[src/rtl/pass_through_pipe_if.sv]
// Handshake bundle for pass_through_pipe: input side, output side,
// flush and occupancy. The pipe takes the slave view; the producer/consumer
// environment takes the master view.
interface pass_through_pipe_if #(
    parameter int WIDTH = 10,
    parameter int DEPTH = 2
);
    localparam int CW = $clog2(DEPTH + 1);

    logic             io_in_valid;
    logic             io_in_ready;
    logic [WIDTH-1:0] io_in_bits;
    logic             io_out_valid;
    logic             io_out_ready;
    logic [WIDTH-1:0] io_out_bits;
    logic             io_flush;
    logic [CW-1:0]    io_count;

    modport master (
        output io_in_valid, io_in_bits, io_out_ready, io_flush,
        input  io_in_ready, io_out_valid, io_out_bits, io_count
    );

    modport slave (
        input  io_in_valid, io_in_bits, io_out_ready, io_flush,
        output io_in_ready, io_out_valid, io_out_bits, io_count
    );
endinterface

[src/rtl/pass_through_pipe.sv]
// Elastic WIDTH-bit, DEPTH-stage register pipeline with valid/ready on both
// sides. Empty stages always pull from their predecessor, so bubbles collapse
// and a full pipe with a ready consumer still moves one word per cycle.
// io_in_ready ripples combinationally back from io_out_ready; outputs are
// purely registered.
module pass_through_pipe #(
    parameter int WIDTH = 10,
    parameter int DEPTH = 2
) (
    input logic clock,
    input logic reset,
    pass_through_pipe_if.slave bus
);
    localparam int CW = $clog2(DEPTH + 1);

    logic [DEPTH-1:0] v;
    logic [WIDTH-1:0] d [DEPTH];
    logic [DEPTH-1:0] adv;
    logic [DEPTH-1:0] load;
    logic [DEPTH-1:0] src_v;
    logic [WIDTH-1:0] src_d [DEPTH];
    logic             accept;
    logic [CW-1:0]    cnt;

    // Ripple the "may move" condition from the output stage back to stage 0.
    always_comb begin
        logic rip;
        adv = '0;
        rip = bus.io_out_ready;
        for (int i = DEPTH - 1; i >= 0; i--) begin
            adv[i] = rip;
            rip    = !v[i] || rip;
        end
    end

    assign load        = adv | ~v;
    assign bus.io_in_ready = !bus.io_flush && load[0];
    assign accept      = bus.io_in_valid && bus.io_in_ready;

    // Each stage's load source: the input port for stage 0, otherwise the previous stage.
    always_comb begin
        src_v    = '0;
        src_v[0] = accept;
        for (int i = 0; i < DEPTH; i++) src_d[i] = '0;
        src_d[0] = bus.io_in_bits;
        for (int i = 1; i < DEPTH; i++) begin
            src_v[i] = v[i-1];
            src_d[i] = d[i-1];
        end
    end

    // Stage registers: flush wins over every load; data only captured with a valid word,
    // so the output stage keeps its last value when it empties.
    always_ff @(posedge clock or negedge reset) begin
        if (!reset) begin
            v <= '0;
            for (int i = 0; i < DEPTH; i++) d[i] <= '0;
        end else begin
            for (int i = 0; i < DEPTH; i++) begin
                if (bus.io_flush) begin
                    v[i] <= 1'b0;
                end else if (load[i]) begin
                    v[i] <= src_v[i];
                    if (src_v[i]) d[i] <= src_d[i];
                end
            end
        end
    end

    // Occupancy is the number of valid stages.
    always_comb begin
        cnt = '0;
        for (int i = 0; i < DEPTH; i++) cnt = cnt + CW'(v[i]);
    end

    assign bus.io_out_valid = v[DEPTH-1];
    assign bus.io_out_bits  = d[DEPTH-1];
    assign bus.io_count     = cnt;

    // A producer holding a word that was not taken must keep it stable.
    a_producer_hold: assert property (
        @(posedge clock) disable iff (!reset)
        (bus.io_in_valid && !bus.io_in_ready) |=> (bus.io_in_valid && $stable(bus.io_in_bits))
    );
endmodule

[src/flat_wrapper.sv]
// flat-port wrapper written by rule: the top's interface ports become plain ports
module pass_through_pipe_flat 
#(
    parameter int WIDTH = 10,
    parameter int DEPTH = 2
)
  (clock, reset, bus_io_in_valid, bus_io_in_bits, bus_io_out_ready, bus_io_flush, bus_io_in_ready, bus_io_out_valid, bus_io_out_bits, bus_io_count);
  pass_through_pipe_if #(.WIDTH(WIDTH), .DEPTH(DEPTH)) bus_i ();
  input logic clock;
  input logic reset;
  input wire logic [$bits(bus_i.io_in_valid)-1:0] bus_io_in_valid;
  input wire logic [$bits(bus_i.io_in_bits)-1:0] bus_io_in_bits;
  input wire logic [$bits(bus_i.io_out_ready)-1:0] bus_io_out_ready;
  input wire logic [$bits(bus_i.io_flush)-1:0] bus_io_flush;
  output wire logic [$bits(bus_i.io_in_ready)-1:0] bus_io_in_ready;
  output wire logic [$bits(bus_i.io_out_valid)-1:0] bus_io_out_valid;
  output wire logic [$bits(bus_i.io_out_bits)-1:0] bus_io_out_bits;
  output wire logic [$bits(bus_i.io_count)-1:0] bus_io_count;
  assign bus_i.io_in_valid = bus_io_in_valid;
  assign bus_i.io_in_bits = bus_io_in_bits;
  assign bus_i.io_out_ready = bus_io_out_ready;
  assign bus_i.io_flush = bus_io_flush;
  assign bus_io_in_ready = bus_i.io_in_ready;
  assign bus_io_out_valid = bus_i.io_out_valid;
  assign bus_io_out_bits = bus_i.io_out_bits;
  assign bus_io_count = bus_i.io_count;
  pass_through_pipe #(.WIDTH(WIDTH), .DEPTH(DEPTH)) u_core (.clock(clock), .reset(reset), .bus(bus_i));
endmodule
[config.mk]
export PLATFORM = sky130hd
export DESIGN_NAME = pass_through_pipe_flat
export DESIGN_NICKNAME = d
export VERILOG_FILES = /design/src/rtl/pass_through_pipe_if.sv /design/src/rtl/pass_through_pipe.sv /design/src/flat_wrapper.sv
export SDC_FILE = /design/constraint.sdc
export NUM_CORES = 1
export LEC_CHECK = 0
export CAP_MARGIN = 15
export CORE_AREA = 4 4 54 56
export CTS_CLUSTER_SIZE = 10
export DETAILED_ROUTE_END_ITERATION = 7
export DIE_AREA = 0 0 58 60
export PLACE_DENSITY = 0.73
export SYNTH_ARGS = -nofsm -noshare
export SYNTH_HDL_FRONTEND = slang
export SYNTH_SLANG_ARGS = --single-unit
[constraint.sdc]
create_clock -name clock -period 1.41 [get_ports clock]
set_input_delay 0.282 -clock clock [delete_from_list [all_inputs] [get_ports clock]]
set_output_delay 0.282 -clock clock [all_outputs]
set_load 0.03 [all_outputs]
==> results.txt <==
status: finished with violations
violated checks: negative setup slack
total die area: 0.00348 sq mm
num rows: 18
Area Overhead vs Synth: 37.6%
Worst Path Arrival: 1.76 ns
Avg WL per Cell: 12.9 um
CP Launch Type: flop
Clock Root Buffer: clkbuf_4
CP delay by family, top: simple AND/OR/NAND/NOR gates
Worst path max stage delay: 0.43 ns
skew final: 0.000967 ns
CTS tree: yes
CP Buf/Inv Count: 1
vias in the first global route: 612
htree depth: 1
Pwr Density: 1320 mW/mm^2
RSZ-0062 raised after global routing: yes
peak supply drop: 0.723 mV
fin crit share: 1.11
Synth Net Count: 80
placed cell count: 118
max_cap viols: 0
Yosys cell types: 14
CTS Buf Count: 3
Max Clk Rate: 638 MHz
CTS Sinks: 22
sequential-to-total area share from yosys stat: 0.568
Post-Layout Cell Count: 124
Initial Util: 0.398
drt drc: 0
Crit Path Max Fanout: 8
slack of the critical path: -0.158 ns
total power: 1.76 mW
yosys warns: 0
CP endpoint kind: flop
Total GRT Usage: 0.105
Worst path slowest cell: dfrtp_2
GPL Wtd Cong: 0.720
Synth Register Bits: 22
DR vias/cell: 4.58
Die X: 58 um
critical path class: flop to flop
max_slew headroom: 0.797
syn_area_per_cell: 15.1 sq um
Ports: 29
worst skew pair latency: 0.30 ns
IO Port Bufs: 28
Final TNS setup: -1.79 ns
hpwl dp: 1160 um
Placed Instance Area: 0.00126 sq mm
first-pass GRT wire length: 2700 um
share of layout cells above drive strength 1: 0.436
1st-pass router iterations: 2
fin area: 0.00133 sq mm
max-slew violations: 0
Detail Route Antenna Nets: 0
hold buffer count at cts: 0
CP cell instances: and3b_1 -> or3b_4 -> buf_8 -> mux2_4
vias: 568
core box area: 0.00243 sq mm
DR iter-0 viols: 5
clk buf depth: 2
Req. time, crit path: 1.60 ns
min cycle time layout: 1.57 ns
diodes inserted: 0
grt total ovfl: 0
cell area after synthesis: 968 sq um
Hold Vio Cnt, Final: 0
Die Height: 60 um
Gate Count Post-Synth: 64
Leak: 0.651 nW
initial antenna violation count: 0
final WL: 1600 um
Worst Max-Slew Pin Slew: 0.306 ns
Nets: 111
pin count of the biggest net entering global routing: 23
Reg clk slew, reported paths: 0.11 ns
Setup-failing EPs final: 13
Hold Path Class: input port to async pin
-- cells by family after synthesis --
| kind of cell | share of synthesized area |
|---|---|
| adders and majority gates | 0.0129 |
| and+or+nand+nor | 0.0439 |
| AOI/OAI and AO/OA | 0.00516 |
| muxes | 0.271 |
| DFF | 0.568 |
| buffers and inverters | 0.0982 |
-- through the flow --
step	util	setup WS (ns)	hold slack [ns]
detailed placement	0.519	-0.522	0.493
finish	0.548	-0.158	0.309
floorplan	-	-0.190	-0.0136
global placement	0.519	-0.490	0.486
CTS	0.535	-0.186	0.303
global route	0.548	-0.222	0.317
-- layout make-up --
class	count	area [sq um]
clock buffers	4	36.3
fillers	222	1100
inverters	1	3.75
multi-input cells	29	333
flip-flops and latches	22	552
well taps	30	37.5
repair buffers	38	370
-- cell usage in the layout (no fill, tap or decap), drive strengths merged --
| cell type | count |
|---|---|
| buf | 14 |
| inv | 1 |
| clkdlybuf4s50 | 13 |
| mux2 | 20 |
| nor2 | 3 |
| nand2b | 1 |
| dfrtp | 22 |
| and3b | 1 |
| dlygate4sd2 | 11 |
| clkbuf | 4 |
| or3b | 1 |
| nand3b | 1 |
| a21oi | 1 |
| ha | 1 |
-- power breakdown --
part           switching (mW)  internal (mW)
Combinational           0.311          0.289
Clock                   0.175          0.157
Sequential             0.0582          0.765
Total                   0.544           1.21
-- final timing paths --
kind / cells after the start / slack (ns) / endpoint / from
worst max register to register: 4 / -0.16 / u_core.d[16]$_DFFE_PN0P_ / u_core.v[1]$_DFFE_PN0P_
worst min-delay path: 2 / 0.31 / u_core.bus.io_out_bits[6]$_DFFE_PN0P_ / reset
worst max-delay path: 4 / -0.16 / u_core.d[16]$_DFFE_PN0P_ / u_core.v[1]$_DFFE_PN0P_
worst min register to register: 1 / 0.51 / u_core.bus.io_out_bits[6]$_DFFE_PN0P_ / u_core.bus.io_out_bits[6]$_DFFE_PN0P_
min in group clock: 3 / 0.39 / u_core.v[1]$_DFFE_PN0P_ / bus_io_out_ready
max in group asynchronous: 2 / 0.87 / u_core.v[1]$_DFFE_PN0P_ / reset
-- cells in the mapped netlist, drive strengths merged --
cell type	number	area share
dfrtp	22	0.57
mux2	20	0.27
buf	12	0.094
nor2	3	0.012
a21oi	1	0.0052
and3b	1	0.0090
ha	1	0.013
inv	1	0.0039
nand2b	1	0.0065
nand3b	1	0.0078
or3b	1	0.0090
-- metal layers --
metal	global-route usage	vias to the layer above	wire length, um
li1	-	268	-
met1	0.133	274	705
met2	0.156	22	738
met3	0.0302	4	117
met4	0.0695	0	38
met5	0	-	0
-- sequential cells by signal, summed over array words and instances, names as in the netlist --
register / flops
u_core.bus.io_out_bits: 10
u_core.d: 10
u_core.v: 2
-- repair_timing --
| item | 4_1_cts | 5_1_grt |
|---|---|---|
| gates resized for setup | 18 | 8 |
| setup endpoints to repair | 23 | 13 |
| setup buffers | 0 | 2 |
-- worst register-to-register path: cells and delay by family, from the launching register on --
kind / cells / cell delay (ns)
flip-flops: 1 / 0.43
buffers and inverters: 1 / 0.16
AND/OR/NAND/NOR: 2 / 0.58
multiplexers: 1 / 0.30
(Power assumes the default switching activity.)
